==> config.mk <==
export PLATFORM = sky130hd
export DESIGN_NAME = exception_issue_unit_flat
export DESIGN_NICKNAME = d
export VERILOG_FILES = /design/src/rtl/exception_issue_unit_if.sv /design/src/rtl/exception_issue_unit.sv /design/src/flat_wrapper.sv
export SDC_FILE = /design/constraint.sdc
export NUM_CORES = 1
export LEC_CHECK = 0
export CAP_MARGIN = 20
export CORE_MARGIN = 3
export CORE_UTILIZATION = 40
export DETAILED_ROUTE_END_ITERATION = 10
export PLACE_DENSITY = 0.89
export REMOVE_ABC_BUFFERS = 1
export SYNTH_ARGS = -nofsm -noshare
export SYNTH_HDL_FRONTEND = slang
export SYNTH_SLANG_ARGS = --single-unit
export TNS_END_PERCENT = 30
==> constraint.sdc <==
create_clock -name clk -period 4.4 [get_ports clk]
set_input_delay 0.66 -clock clk [delete_from_list [all_inputs] [get_ports clk]]
set_output_delay 0.66 -clock clk [all_outputs]
set_load 0.05 [all_outputs]
==> src/rtl/exception_issue_unit_if.sv <==
// MEM-stage exception/interrupt bus between the pipeline and the exception issue unit.
// The master drives instruction and interrupt state; the slave returns abort strobes and captured cause.
interface exception_issue_unit_if #(
    parameter int IRQ_W = 6
);
    logic             mem_valid;
    logic [31:0]      mem_instr;
    logic [4:0]       mem_exc_code;
    logic [IRQ_W-1:0] irq_in;
    logic [IRQ_W-1:0] irq_mask;
    logic             int_enable;
    logic             eret;

    logic             exception_abort;
    logic             r_p;
    logic             r_h;
    logic             irq;
    logic [31:0]      badvinstr_p;
    logic [4:0]       exc_code_o;
    logic             flush;
    logic             in_handler;

    modport master (
        output mem_valid, mem_instr, mem_exc_code, irq_in, irq_mask, int_enable, eret,
        input  exception_abort, r_p, r_h, irq, badvinstr_p, exc_code_o, flush, in_handler
    );

    modport slave (
        input  mem_valid, mem_instr, mem_exc_code, irq_in, irq_mask, int_enable, eret,
        output exception_abort, r_p, r_h, irq, badvinstr_p, exc_code_o, flush, in_handler
    );
endinterface

==> src/rtl/exception_issue_unit.sv <==
// Prioritises MEM-stage precise exceptions over masked interrupts and sequences abort/handler/return.
// Define EXC_IRQ_SYNC_EN to pass irq_in through a 2-flop synchronizer before masking.
//
// state   | meaning
// IDLE    | watching MEM stage for an exception or pending interrupt
// ABORT   | one-cycle abort/flush strobe, cause captured
// HANDLER | handler running, further events blocked until eret
// RETURN  | one-cycle exit from handler back to IDLE
module exception_issue_unit #(
    parameter int IRQ_W = 6
) (
    input  logic                  clk,
    input  logic                  rst,
    exception_issue_unit_if.slave bus
);
    typedef enum logic [1:0] {
        IDLE    = 2'd0,
        ABORT   = 2'd1,
        HANDLER = 2'd2,
        RETURN  = 2'd3
    } state_t;

    state_t           state;
    state_t           nxt_state;
    logic [IRQ_W-1:0] irq_s;
    logic             exc_hit;
    logic             irq_hit;
    logic             take_exc;
    logic             take_irq;

`ifdef EXC_IRQ_SYNC_EN
    logic [IRQ_W-1:0] sync_1;
    logic [IRQ_W-1:0] sync_2;

    always_ff @(posedge clk or negedge rst) begin
        if (!rst) begin
            sync_1 <= '0;
            sync_2 <= '0;
        end else begin
            sync_1 <= bus.irq_in;
            sync_2 <= sync_1;
        end
    end

    assign irq_s = sync_2;
`else
    assign irq_s = bus.irq_in;
`endif

    // Mask after synchronization so irq_mask changes act immediately.
    assign exc_hit = bus.mem_valid && (bus.mem_exc_code != 5'd0);
    assign irq_hit = bus.mem_valid && bus.int_enable && (|(irq_s & bus.irq_mask));

    always_comb begin
        nxt_state = state;
        take_exc  = 1'b0;
        take_irq  = 1'b0;
        case (state)
            IDLE: begin
                if (exc_hit) begin
                    take_exc  = 1'b1;
                    nxt_state = ABORT;
                end else if (irq_hit) begin
                    take_irq  = 1'b1;
                    nxt_state = ABORT;
                end
            end
            ABORT:   nxt_state = HANDLER;
            HANDLER: if (bus.eret) nxt_state = RETURN;
            RETURN:  nxt_state = IDLE;
            default: nxt_state = IDLE;
        endcase
    end

    always_ff @(posedge clk or negedge rst) begin
        if (!rst) begin
            state <= IDLE;
        end else begin
            state <= nxt_state;
        end
    end

    always_ff @(posedge clk or negedge rst) begin
        if (!rst) begin
            bus.exception_abort <= 1'b0;
            bus.r_p             <= 1'b0;
            bus.r_h             <= 1'b0;
            bus.irq             <= 1'b0;
            bus.flush           <= 1'b0;
            bus.in_handler      <= 1'b0;
            bus.badvinstr_p     <= 32'h0;
            bus.exc_code_o      <= 5'd0;
        end else begin
            bus.exception_abort <= take_exc | take_irq;
            bus.r_p             <= take_exc;
            bus.r_h             <= take_irq;
            bus.irq             <= take_irq;
            bus.flush           <= take_exc | take_irq;
            bus.in_handler      <= (nxt_state == HANDLER);
            if (take_exc) begin
                bus.badvinstr_p <= bus.mem_instr;
                bus.exc_code_o  <= bus.mem_exc_code;
            end else if (take_irq) begin
                bus.badvinstr_p <= bus.mem_instr;
                bus.exc_code_o  <= 5'd0;
            end
        end
    end
endmodule

==> src/flat_wrapper.sv <==
// flat-port wrapper written by rule: the top's interface ports become plain ports
module exception_issue_unit_flat 
#(
    parameter int IRQ_W = 6
)
  (clk, rst, bus_mem_valid, bus_mem_instr, bus_mem_exc_code, bus_irq_in, bus_irq_mask, bus_int_enable, bus_eret, bus_exception_abort, bus_r_p, bus_r_h, bus_irq, bus_badvinstr_p, bus_exc_code_o, bus_flush, bus_in_handler);
  exception_issue_unit_if #(.IRQ_W(IRQ_W)) bus_i ();
  input  logic clk;
  input  logic rst;
  input wire logic [$bits(bus_i.mem_valid)-1:0] bus_mem_valid;
  input wire logic [$bits(bus_i.mem_instr)-1:0] bus_mem_instr;
  input wire logic [$bits(bus_i.mem_exc_code)-1:0] bus_mem_exc_code;
  input wire logic [$bits(bus_i.irq_in)-1:0] bus_irq_in;
  input wire logic [$bits(bus_i.irq_mask)-1:0] bus_irq_mask;
  input wire logic [$bits(bus_i.int_enable)-1:0] bus_int_enable;
  input wire logic [$bits(bus_i.eret)-1:0] bus_eret;
  output wire logic [$bits(bus_i.exception_abort)-1:0] bus_exception_abort;
  output wire logic [$bits(bus_i.r_p)-1:0] bus_r_p;
  output wire logic [$bits(bus_i.r_h)-1:0] bus_r_h;
  output wire logic [$bits(bus_i.irq)-1:0] bus_irq;
  output wire logic [$bits(bus_i.badvinstr_p)-1:0] bus_badvinstr_p;
  output wire logic [$bits(bus_i.exc_code_o)-1:0] bus_exc_code_o;
  output wire logic [$bits(bus_i.flush)-1:0] bus_flush;
  output wire logic [$bits(bus_i.in_handler)-1:0] bus_in_handler;
  assign bus_i.mem_valid = bus_mem_valid;
  assign bus_i.mem_instr = bus_mem_instr;
  assign bus_i.mem_exc_code = bus_mem_exc_code;
  assign bus_i.irq_in = bus_irq_in;
  assign bus_i.irq_mask = bus_irq_mask;
  assign bus_i.int_enable = bus_int_enable;
  assign bus_i.eret = bus_eret;
  assign bus_exception_abort = bus_i.exception_abort;
  assign bus_r_p = bus_i.r_p;
  assign bus_r_h = bus_i.r_h;
  assign bus_irq = bus_i.irq;
  assign bus_badvinstr_p = bus_i.badvinstr_p;
  assign bus_exc_code_o = bus_i.exc_code_o;
  assign bus_flush = bus_i.flush;
  assign bus_in_handler = bus_i.in_handler;
  exception_issue_unit #(.IRQ_W(IRQ_W)) u_core (.clk(clk), .rst(rst), .bus(bus_i));
endmodule
==> results of run 1 <==
through the flow:
stage,area (um^2),power (uW),utilization [%]
final,2760,2370,68.1
after global routing,2760,2490,68.1
after CTS,2760,2390,68.1
after detailed placement,2680,2140,66.0
after global placement,2680,2120,66.0
after floorplan,1640,1620,-
layer usage:
layer  track usage (%)  part of all wire (%)  vias to the layer above  routed length [um]
met5                 0                     0                        -                   0
met4              4.38                   1.2                        0                  46
met3              9.66                    13                        6                 535
met2              26.7                    49                       70                1940
met1              19.3                    37                      619                1460
li1                  -                     -                      576                   -
state kept, by name, summed over array words and instances (netlist names):
| register | cells |
|---|---|
| u_core.bus.r_p | 1 |
| u_core.bus.in_handler | 1 |
| u_core.bus.badvinstr_p | 32 |
| u_core.state | 2 |
| u_core.bus.r_h | 1 |
| u_core.bus.exc_code_o | 5 |
| u_core.bus.exception_abort | 1 |
Yosys cell counts (all sizes together):
master / instances
o21ai: 1
nand2: 1
mux2: 32
or4: 1
a22oi: 3
o21a: 1
and2: 1
nor4b: 1
o31a: 1
buf: 6
nor3: 2
and3b: 1
nor2: 1
inv: 3
ha: 3
a31oi: 1
dfrtp: 43
a32o: 5
cells by family after synthesis:
logic type	after synthesis	share of synthesized area [%]
compound gates	12	6.13
fa+ha+maj	3	2.22
buf+inv	9	3.99
flops	43	63.5
mux	32	21.3
simple gates	8	2.88
worst max-delay path: cells and delay by family:
kind,cells,cell delay [ps]
multiplexers,1,360
AND/OR/NAND/NOR,1,530
buffers and inverters,2,790
AO/OA/AOI/OAI,2,800
worst min path at each step:
| stage | cells past startpoint | slack [ps] | end |
|---|---|---|---|
| after floorplan | 0 | 360 | u_core.bus.badvinstr_p[0]$_DFFE_PN0P_ |
| after global placement | 1 | 470 | u_core.bus.exc_code_o[0]$_DFFE_PN0P_ |
| after detailed placement | 1 | 480 | u_core.bus.exc_code_o[0]$_DFFE_PN0P_ |
| after CTS | 1 | 500 | u_core.bus.exc_code_o[0]$_DFFE_PN0P_ |
| after global routing | 1 | 520 | u_core.bus.exc_code_o[0]$_DFFE_PN0P_ |
| final | 1 | 490 | u_core.bus.exc_code_o[0]$_DFFE_PN0P_ |
power by group through the flow:
stage | logic, uW | registers (uW) | clock network [uW]
6_report | 1440 | 686 | 237
5_1_grt | 1510 | 712 | 263
4_1_cts | 1460 | 688 | 248
3_5_place_dp | 1450 | 694 | 0
3_3_place_gp | 1430 | 690 | 0
2_1_floorplan | 276 | 1340 | 0
layout make-up:
type | instances | area [um^2]
Clock buffer | 5 | 68.8
Clock inverter | 3 | 15.0
Fill cell | 286 | 1290
Inverter | 3 | 11.3
Multi-Input combinational cell | 55 | 558
Sequential cell | 43 | 1080
Tap cell | 50 | 62.6
Timing Repair Buffer | 98 | 971
==> results.txt, run 1 <==
----------------------------------------------------
[Critical path]
  Depth of the worst register-to-register path ... 5
  Cells along the critical path ... clkdlybuf4s50_1 -> or4_1 -> o21a_1 -> o21ai_4 -> buf_4 -> mux2_1
  Endpoint class of the critical path ... flop
  Max FO, Critical Path ... 21
  Critical register-to-register path startpoint ... u_core.state[0]$_DFF_PN0_
  Category of the critical setup timing path ... primary input to flop
  Capture instance of the worst register-to-register path ... u_core.bus.badvinstr_p[2]$_DFFE_PN0P_
  Beginning of the critical path ... bus_mem_exc_code[4]
  Largest stage delay on the critical path ... roughly 560 ps
  Worst setup endpoint ... u_core.bus.badvinstr_p[2]$_DFFE_PN0P_
  Required @ worst endpoint ... 4570 ps
  Setup slack of the most critical reg-to-reg path ... 2460 ps
  Arrival time at the worst endpoint ... 3150 ps
  Startpoint types ... primary input
  Slowest cell on the critical path ... sky130_fd_sc_hd__o21ai_4

[Timing]
  Transition time of the tightest slew-check pin ... 934 ps
  Fin crit share ... between 60% and 70%
  Post-route worst hold slack ... 494 ps
  Hold Violations, Final ... 0
  Final setup violating endpoints ... 0
  Tightest slew margin relative to the limit ... 37.8%
  Maximum clock frequency ... 0.336 GHz
  PnR worst setup slack ... 1420 ps
  Worst-case clock skew ... 3.09 ps
  Total count of max-transition violations in the final report ... 0
  Tmin final ... 2980 ps
  Setup repair after global routing missed its margin ... false
  Final setup TNS ... 0 ps

[Run]
  Number of maximum-capacitance violations ... 0

[Worst hold path]
  Type of the most critical hold path ... flop to flop
  Startpoint of the lowest-slack hold path ... u_core.bus.exc_code_o[0]$_DFFE_PN0P_

[Clock network]
  Longest Clk Path Bufs ... 2
  Hold buffers post-CTS ... 0
  Number of sinks on the clock net ... 43
  Clock tree from TritonCTS ... yes
  Buffer type at the clock tree root ... sky130_fd_sc_hd__clkbuf_8
  Post-cts repair resize count ... 0
  H-tree lvl count ... 2
  Setup Buffers After CTS ... 0
  Clock-pin slew on the worst setup and hold paths ... 80 ps
  Clk Latency, worst-skew pair ... about 290 ps
  TritonCTS Buffers ... 5

[Die]
  Overall die area ... between 5000 and 6000 um^2
  Area of the core region ... between 4000 and 5000 um^2
  Ports ... 97
  DIE HEIGHT ... ~70 um
  Standard-cell rows ... 23
  Initial core utilization ... 41.8%
  Die Span X ... between 70 and 80 um

[Global routing]
  Largest net degree at the start of global routing ... 44
  Number of antenna violations at the first check in global routing ... 0
  Wire length of the first global-routing pass ... 6670 um
  Total routing resource utilization after global routing ... 16.7%
  GRT overflow ... 0
  Number of global-route vias before repair ... roughly 1400

[Logic synthesis]
  Synthesized netlist cell count ... 107
  Post-Synthesis Cell Area ... 1690 um^2
  Proportion of synthesized chip area in sequential cells ... approximately 64%
  Number of synthesized register bits ... 43
  Area share of the leading cell type in the synthesized netlist ... ~64%
  Count of unique library cells instantiated by Yosys ... 20
  Synth Area per Inst ... 15.8 um^2
  Yosys warnings ... 0
  Dominant cell type by area after synthesis ... sky130_fd_sc_hd__dfrtp_1
  Dominant cells by area after synthesis ... sky130_fd_sc_hd__dfrtp_1, sky130_fd_sc_hd__mux2_2, sky130_fd_sc_hd__mux2_1

[Cells and area]
  Fraction of final layout cells with drive strength greater than 1 ... about 14%
  Final nets ... roughly 260
  Number of antenna diodes ... 0
  Count of placed standard cells in the final layout, fillers left out ... 257
  Leading cell type in the layout, fill and taps excluded ... sky130_fd_sc_hd__clkdlybuf4s50_1
  Most frequent cells in the layout ... sky130_fd_sc_hd__clkdlybuf4s50_1, sky130_fd_sc_hd__dfrtp_1, sky130_fd_sc_hd__mux2_2
  Area growth from synthesis to layout ... 63.1%

[Route]
  Remaining routing DRC violations ... 0
  Total wire length after detailed routing ... 3980 um
  Final routed wire length divided by cell count ... 15.5 um
  Routed vias ... 1271
  Antenna-violating nets left ... 0
  First-pass DRT Iterations ... 4
  Detailed Route Iter0 Violations ... 19
  Via density per instance ... a little under 5

[Power and ir drop]
  Switching power summed over all nets ... approximately 1100 uW
  Portion of total power attributed to combinational logic ... 61.0%
  Leak Pwr ... 0.00117 uW
  Register share of total power ... 29.0%
  Internal power contribution ... 1230 uW
  Maximum vdd ir drop ... 0.534 mV
  Share of power burned in the clock network ... ~10%
  Pwr/cell area ... around 860 nW/um^2
  Share of total power consumed by net switching ... a little under half

[Placement]
  Gpl congestion ... between 0.7 and 0.8
  Total half-perimeter wirelength after legalization and detailed placement ... 3090 um
  Count of buffers inserted at the top-level ports ... 96
  Worst slack, placed ... between 1000 and 1500 ps
  Number of cells in the design after placement ... 249

[Status]
  Outcome ... completed

----------------------------------------------------
Power figures use the tool's default switching activity.
==> run 2, diff against run 1 <==
Settings changed: CORE_UTILIZATION 40 to 34, PLACE_DENSITY 0.89 to 0.81.
Clock period 4.4 ns to 2.59 ns, I/O delays scaled along.
==> results.txt, run 2 (synthesis gave the netlist of run 1 again) <==
----------------------------------------------------
[Placement]
  Worst slack, placed ... 106 ps
  Count of buffers inserted at the top-level ports ... 96
  Gpl congestion ... between 0.7 and 0.8
  Total half-perimeter wirelength after legalization and detailed placement ... around 2900 um

[Timing]
  Fin crit share ... 83.7%
  Tightest slew margin relative to the limit ... between 30% and 40%
  Maximum clock frequency ... 0.461 GHz
  Final setup violating endpoints ... 0
  Final setup TNS ... 0 ps
  Hold Violations, Final ... 0
  Total count of max-transition violations in the final report ... 0
  Transition time of the tightest slew-check pin ... 937 ps
  PnR worst setup slack ... around 420 ps
  Setup repair after global routing missed its margin ... false
  Worst-case clock skew ... 5.30 ps
  Tmin final ... ~2200 ps

[Critical path]
  Setup slack of the most critical reg-to-reg path ... 970 ps
  Max FO, Critical Path ... 19
  Category of the critical setup timing path ... primary input to flop
  Critical register-to-register path startpoint ... u_core.state[0]$_DFF_PN0_
  Startpoint types ... primary input
  Arrival time at the worst endpoint ... around 2300 ps
  Capture instance of the worst register-to-register path ... u_core.bus.badvinstr_p[4]$_DFFE_PN0P_
  Required @ worst endpoint ... 2760 ps
  Depth of the worst register-to-register path ... 5
  Endpoint class of the critical path ... flop

[Cells and area]
  Largest register FFs ... 32
  Top reg by flops ... u_core.bus.badvinstr_p
  Area used by multi-input combinational logic ... 558 um^2
  Top Registers ... u_core.bus.badvinstr_p x32, u_core.bus.exc_code_o x5, u_core.state x2
  Fraction of final layout cells with drive strength greater than 1 ... 14.0%
  Most frequent cells in the layout ... sky130_fd_sc_hd__clkdlybuf4s50_1, sky130_fd_sc_hd__dfrtp_1, sky130_fd_sc_hd__mux2_2
  FF/Latch Area ... 1080 um^2
  Layout fillers ... ~390
  Leading cell type in the layout, fill and taps excluded ... sky130_fd_sc_hd__clkdlybuf4s50_1
  Area growth from synthesis to layout ... 68.7%
  Number of antenna diodes ... 0
  Final nets ... 263

[Clock network]
  TritonCTS Buffers ... 5
  Post-cts repair resize count ... 0
  Number of sinks on the clock net ... 43
  Clock tree from TritonCTS ... yes
  Buffer type at the clock tree root ... sky130_fd_sc_hd__clkbuf_8
  Hold buffers post-CTS ... 0
  Longest Clk Path Bufs ... 2
  Clock-pin slew on the worst setup and hold paths ... 80 ps
  Clk Latency, worst-skew pair ... 290 ps
  Setup Buffers After CTS ... 0
  H-tree lvl count ... 2

[Global routing]
  Number of antenna violations at the first check in global routing ... 0
  Total routing resource utilization after global routing ... between 10% and 20%
  Number of global-route vias before repair ... 1338
  Wire length of the first global-routing pass ... 6600 um
  Largest net degree at the start of global routing ... 44
  GRT overflow ... 0

[Power and ir drop]
  Leak Pwr ... approximately 0.0012 uW
  Total chip power ... between 4000 and 5000 uW
  Pwr/cell area ... 1480 nW/um^2
  Maximum vdd ir drop ... a little under 0.6 mV

[Die]
  Initial core utilization ... a little over a third
  Overall die area ... slightly below 6000 um^2
  Standard-cell rows ... 25
  Area of the core region ... 4750 um^2
  Die Span X ... approximately 77 um
  Ports ... 97
  DIE HEIGHT ... 76.6 um

[Route]
  Via density per instance ... 4.50
  Final routed wire length divided by cell count ... 13.9 um
  Detailed Route Iter0 Violations ... slightly below 50
  Routed vias ... around 1200
  First-pass DRT Iterations ... 3
  Remaining routing DRC violations ... 0
  Antenna-violating nets left ... 0
  Total wire length after detailed routing ... 3820 um

[Run]
  Number of maximum-capacitance violations ... 0

[Status]
  Outcome ... completed

[Worst hold path]
  Type of the most critical hold path ... primary input to async pin

----------------------------------------------------
run 2: critical path, cell delays in order:
cell and delay, ps:
sky130_fd_sc_hd__clkdlybuf4s50_1 430, sky130_fd_sc_hd__or4_1 500, sky130_fd_sc_hd__o21a_1 240, sky130_fd_sc_hd__o21ai_4 230
sky130_fd_sc_hd__buf_12 190, sky130_fd_sc_hd__mux2_2 350
run 2: layer usage:
metal | vias up | part of all wire (%) | global-route usage (%)
met5 | - | 0 | 0
li1 | 584 | - | -
met1 | 595 | 43 | 17.8
met2 | 49 | 49 | 22.4
met3 | 6 | 7.3 | 5.44
met4 | 0 | 1.4 | 4.53
run 2: area by class of cell:
| type | instances | area share [%] |
|---|---|---|
| flip-flops and latches | 43 | 37.7 |
| repair buffers | 98 | 34.9 |
| multi-input cells | 55 | 19.5 |
| well taps | 67 | 2.93 |
| clock buffers | 6 | 2.54 |
| clock inverters | 2 | 2.10 |
| inverters | 3 | 0.394 |
run 2: how the worst max path moves through the flow:
| stage | start | endpoint | slack (ps) | depth (start not counted) |
|---|---|---|---|---|
| detailed placement | bus_mem_exc_code[3] | u_core.bus.badvinstr_p[19]$_DFFE_PN0P_ | 110 | 6 |
| floorplan | bus_mem_exc_code[4] | u_core.bus.badvinstr_p[0]$_DFFE_PN0P_ | -80 | 4 |
| finish | bus_mem_exc_code[3] | u_core.bus.badvinstr_p[19]$_DFFE_PN0P_ | 420 | 6 |
| global placement | bus_mem_exc_code[3] | u_core.bus.badvinstr_p[21]$_DFFE_PN0P_ | 140 | 6 |
| CTS | bus_mem_exc_code[3] | u_core.bus.badvinstr_p[19]$_DFFE_PN0P_ | 420 | 6 |
| global route | bus_mem_exc_code[3] | u_core.bus.badvinstr_p[19]$_DFFE_PN0P_ | 350 | 6 |
run 2: where the power goes:
| group | internal [uW] | switching, uW | total (uW) |
|---|---|---|---|
| Combinational | 940 | 1530 | 2470 |
| Clock | 385 | 216 | 601 |
| Sequential | 1000 | 155 | 1160 |
| Total | 2330 | 1900 | 4220 |
run 2: metrics by stage:
step / instance area [um^2] / utilization [%] / hold slack [ps] / std cells
global placement: 2730 / 57.3 / 473 / 266
detailed placement: 2730 / 57.3 / 481 / 266
finish: 2860 / 60.1 / 239 / 274
CTS: 2860 / 60.1 / 266 / 274
global route: 2860 / 60.1 / 305 / 274
floorplan: 1640 / - / 92.9 / 101
==> variant, RTL diff (flow settings as in run 2) <==
Encoding of `state_t`: now one-hot (4 bits for 4 states).
--- a/src/rtl/exception_issue_unit.sv
+++ b/src/rtl/exception_issue_unit.sv
@@ -15,7 +15,7 @@
 );
-    typedef enum logic [1:0] {
-        IDLE    = 2'd0,
-        ABORT   = 2'd1,
-        HANDLER = 2'd2,
-        RETURN  = 2'd3
+    typedef enum logic [3:0] {
+        IDLE    = 4'b0001,
+        ABORT   = 4'b0010,
+        HANDLER = 4'b0100,
+        RETURN  = 4'b1000
     } state_t;
Function: same outputs for any inputs over 10 cycles, from zero or initial values and one cycle with rst low; not proved beyond that.
==> variant against run 2 <==
- synthesized cell count is 14% higher
- cell area is 1.3% higher
- largest power group unchanged
- sequential cell count is 2 higher
- wire length is 10% higher
- critical path type is now reg -> reg
- sequential share of layout area is 1.3 points higher
- worst setup slack better by 0.11 ns
- area after synthesis is 5.2% higher
- sequential power is 6% higher
- total power is 0.72% higher
==> variant: results (changes against run 2) <==
- Crit Path Max Fanout: 21 (was 19)
- Int Power: 2.23 mW (was 2.33 mW)
- Max_slew headroom: 42.3% (was 37.6%)
- Reg2Reg Depth: 4 (was 5)
- Placed cell count: 283 (was 266)
- Pin count of the biggest net entering global routing: 24 (was 44)
- Maximum VDD drop: 0.747 mV (was 0.577 mV)
- Layout cells sized above 1: 21.9% (was 14.0%)
- Crit-path slowest cell: dfstp_2 (was or4_1)
- GP Congestion: 0.686 (was 0.741)
- Worst Skew: 0.00586 ns (was 0.00530 ns)
- Post-Synthesis Mean Instance Area: 14.6 sq um (was 15.8 sq um)
- Critical path's top delay family: flip-flops (was buffers and inverters)
- Clk_lat worst skew: 0.29 ns (about the same)
- Most frequent cells after synthesis: dfrtp_1 (44), mux2_2 (29), inv_1 (6), nand3_1 (6) (was dfrtp_1 (43), mux2_2 (18), mux2_1 (14), a32o_1 (5))
- Crit path DAT: 2.24 ns (was 2.34 ns)
- Placement-stage cell area: 2810 sq um (was 2730 sq um)
- Final Non-Filler Cells: 291 (was 274)
- Met3 Resource Use GR: 9.17% (was 5.44%)
- Number of global-route vias before repair: 1491 (was 1338)
- Total track usage: 15.1% (was 14.2%)
- Regs by FF count: u_core.bus.badvinstr_p: 32 flops, u_core.bus.exc_code_o: 5 flops, u_core.state: 4 flops (was u_core.bus.badvinstr_p: 32 flops, u_core.bus.exc_code_o: 5 flops, u_core.state: 2 flops)
- Crit path from: u_core.state[0] (was bus_mem_exc_code[3])
- Leak: 1.18 nW (was 1.20 nW)
- First-pass detailed-route iteration total: 4 (was 3)
- R2r setup slk: 0.53 ns (was 0.97 ns)
- Final nets: 277 (was 263)
- Routed wire length: 4.22 mm (was 3.82 mm)
- Setup crit end: u_core.bus.badvinstr_p[28] (was u_core.bus.badvinstr_p[19])
- Met2 usage: 22.2% (was 22.4%)
- Synth unique cells: 22 (was 20)
- CP max stage delay: 0.57 ns (was 0.50 ns)
- Met1 usage: 18.5% (was 17.8%)
- Global-route wire length before repair: 7.25 mm (was 6.60 mm)
- DRT iter0 DRCs: 43 (was 49)
- Diodes inserted: 0 (unchanged)
- Via count: 1352 (was 1234)
- Post-DP HPWL: 3.23 mm (was 2.93 mm)
- H-tree Lvls: 2 (unchanged)
- Filler cells: 420 (was 391)
- Register area share after synthesis: 63.2% (was 63.5%)
- Top post-synthesis cells by area: dfrtp_1 (62%), mux2_2 (18%), mux2_4 (2.5%) (was dfrtp_1 (64%), mux2_2 (12%), mux2_1 (9.3%))
- Outcome: complete, no violations (unchanged)
==> variant: changes by cell type after synthesis, sizes merged, moves of 3 or more <==
cell	delta
ha	-3
a21oi	+3
inv	+3
nor3	+3
nand3	+6
o21ai	+5
a32o	-5
==> variant: worst min path at each step <==
stage | slack, ns | endpoint | start | cells after the start
finish | 0.06 | u_core.bus.badvinstr_p[4] | rst | 1
global route | 0.08 | u_core.bus.badvinstr_p[4] | rst | 1
CTS | 0.07 | u_core.bus.badvinstr_p[4] | rst | 1
detailed placement | 0.40 | u_core.bus.badvinstr_p[4] | rst | 1
global placement | 0.40 | u_core.bus.badvinstr_p[4] | rst | 1
floorplan | 0.09 | u_core.bus.badvinstr_p[0] | rst | 0
==> variant: power by group through the flow <==
stage | registers (mW) | clock network, mW | logic (mW)
CTS | 1.24 | 0.444 | 2.63
detailed placement | 1.25 | 0 | 2.62
global placement | 1.23 | 0 | 2.60
finish | 1.23 | 0.423 | 2.60
floorplan | 2.37 | 0 | 0.572
global route | 1.29 | 0.474 | 2.73
==> variant: layout make-up <==
| class | count | area, sq um | share of cell area (%) |
|---|---|---|---|
| timing repair buffer | 100 | 986 | 34.1 |
| sequential | 45 | 1130 | 38.9 |
| tap | 67 | 83.8 | 2.90 |
| inverter | 6 | 22.5 | 0.778 |
| clock buffer | 6 | 72.6 | 2.51 |
| multi-input combinational | 65 | 588 | 20.3 |
| clock inverter | 2 | 15.0 | 0.519 |
==> variant: cell families after synthesis <==
kind of cell / Yosys count / share of synthesized area [%]
compound gates: 13 / 5.12
buf+inv: 12 / 4.21
flops: 45 / 63.2
mux: 32 / 20.8
simple gates: 20 / 6.60
==> variant: stage by stage <==
step	setup WS, ns	hold slack, ns
finish	0.531	0.0648
floorplan	-0.0732	0.0929
global placement	0.304	0.402
detailed placement	0.264	0.398
CTS	0.512	0.0703
global route	0.443	0.0813
==> variant: metal layers <==
| layer | part of all wire, % | wire, microns | vias to the layer above |
|---|---|---|---|
| met5 | 0 | 0 | - |
| met4 | 0.97 | 41 | 0 |
| met3 | 14 | 601 | 5 |
| met2 | 44 | 1840 | 76 |
| met1 | 41 | 1740 | 639 |
| li1 | - | - | 632 |
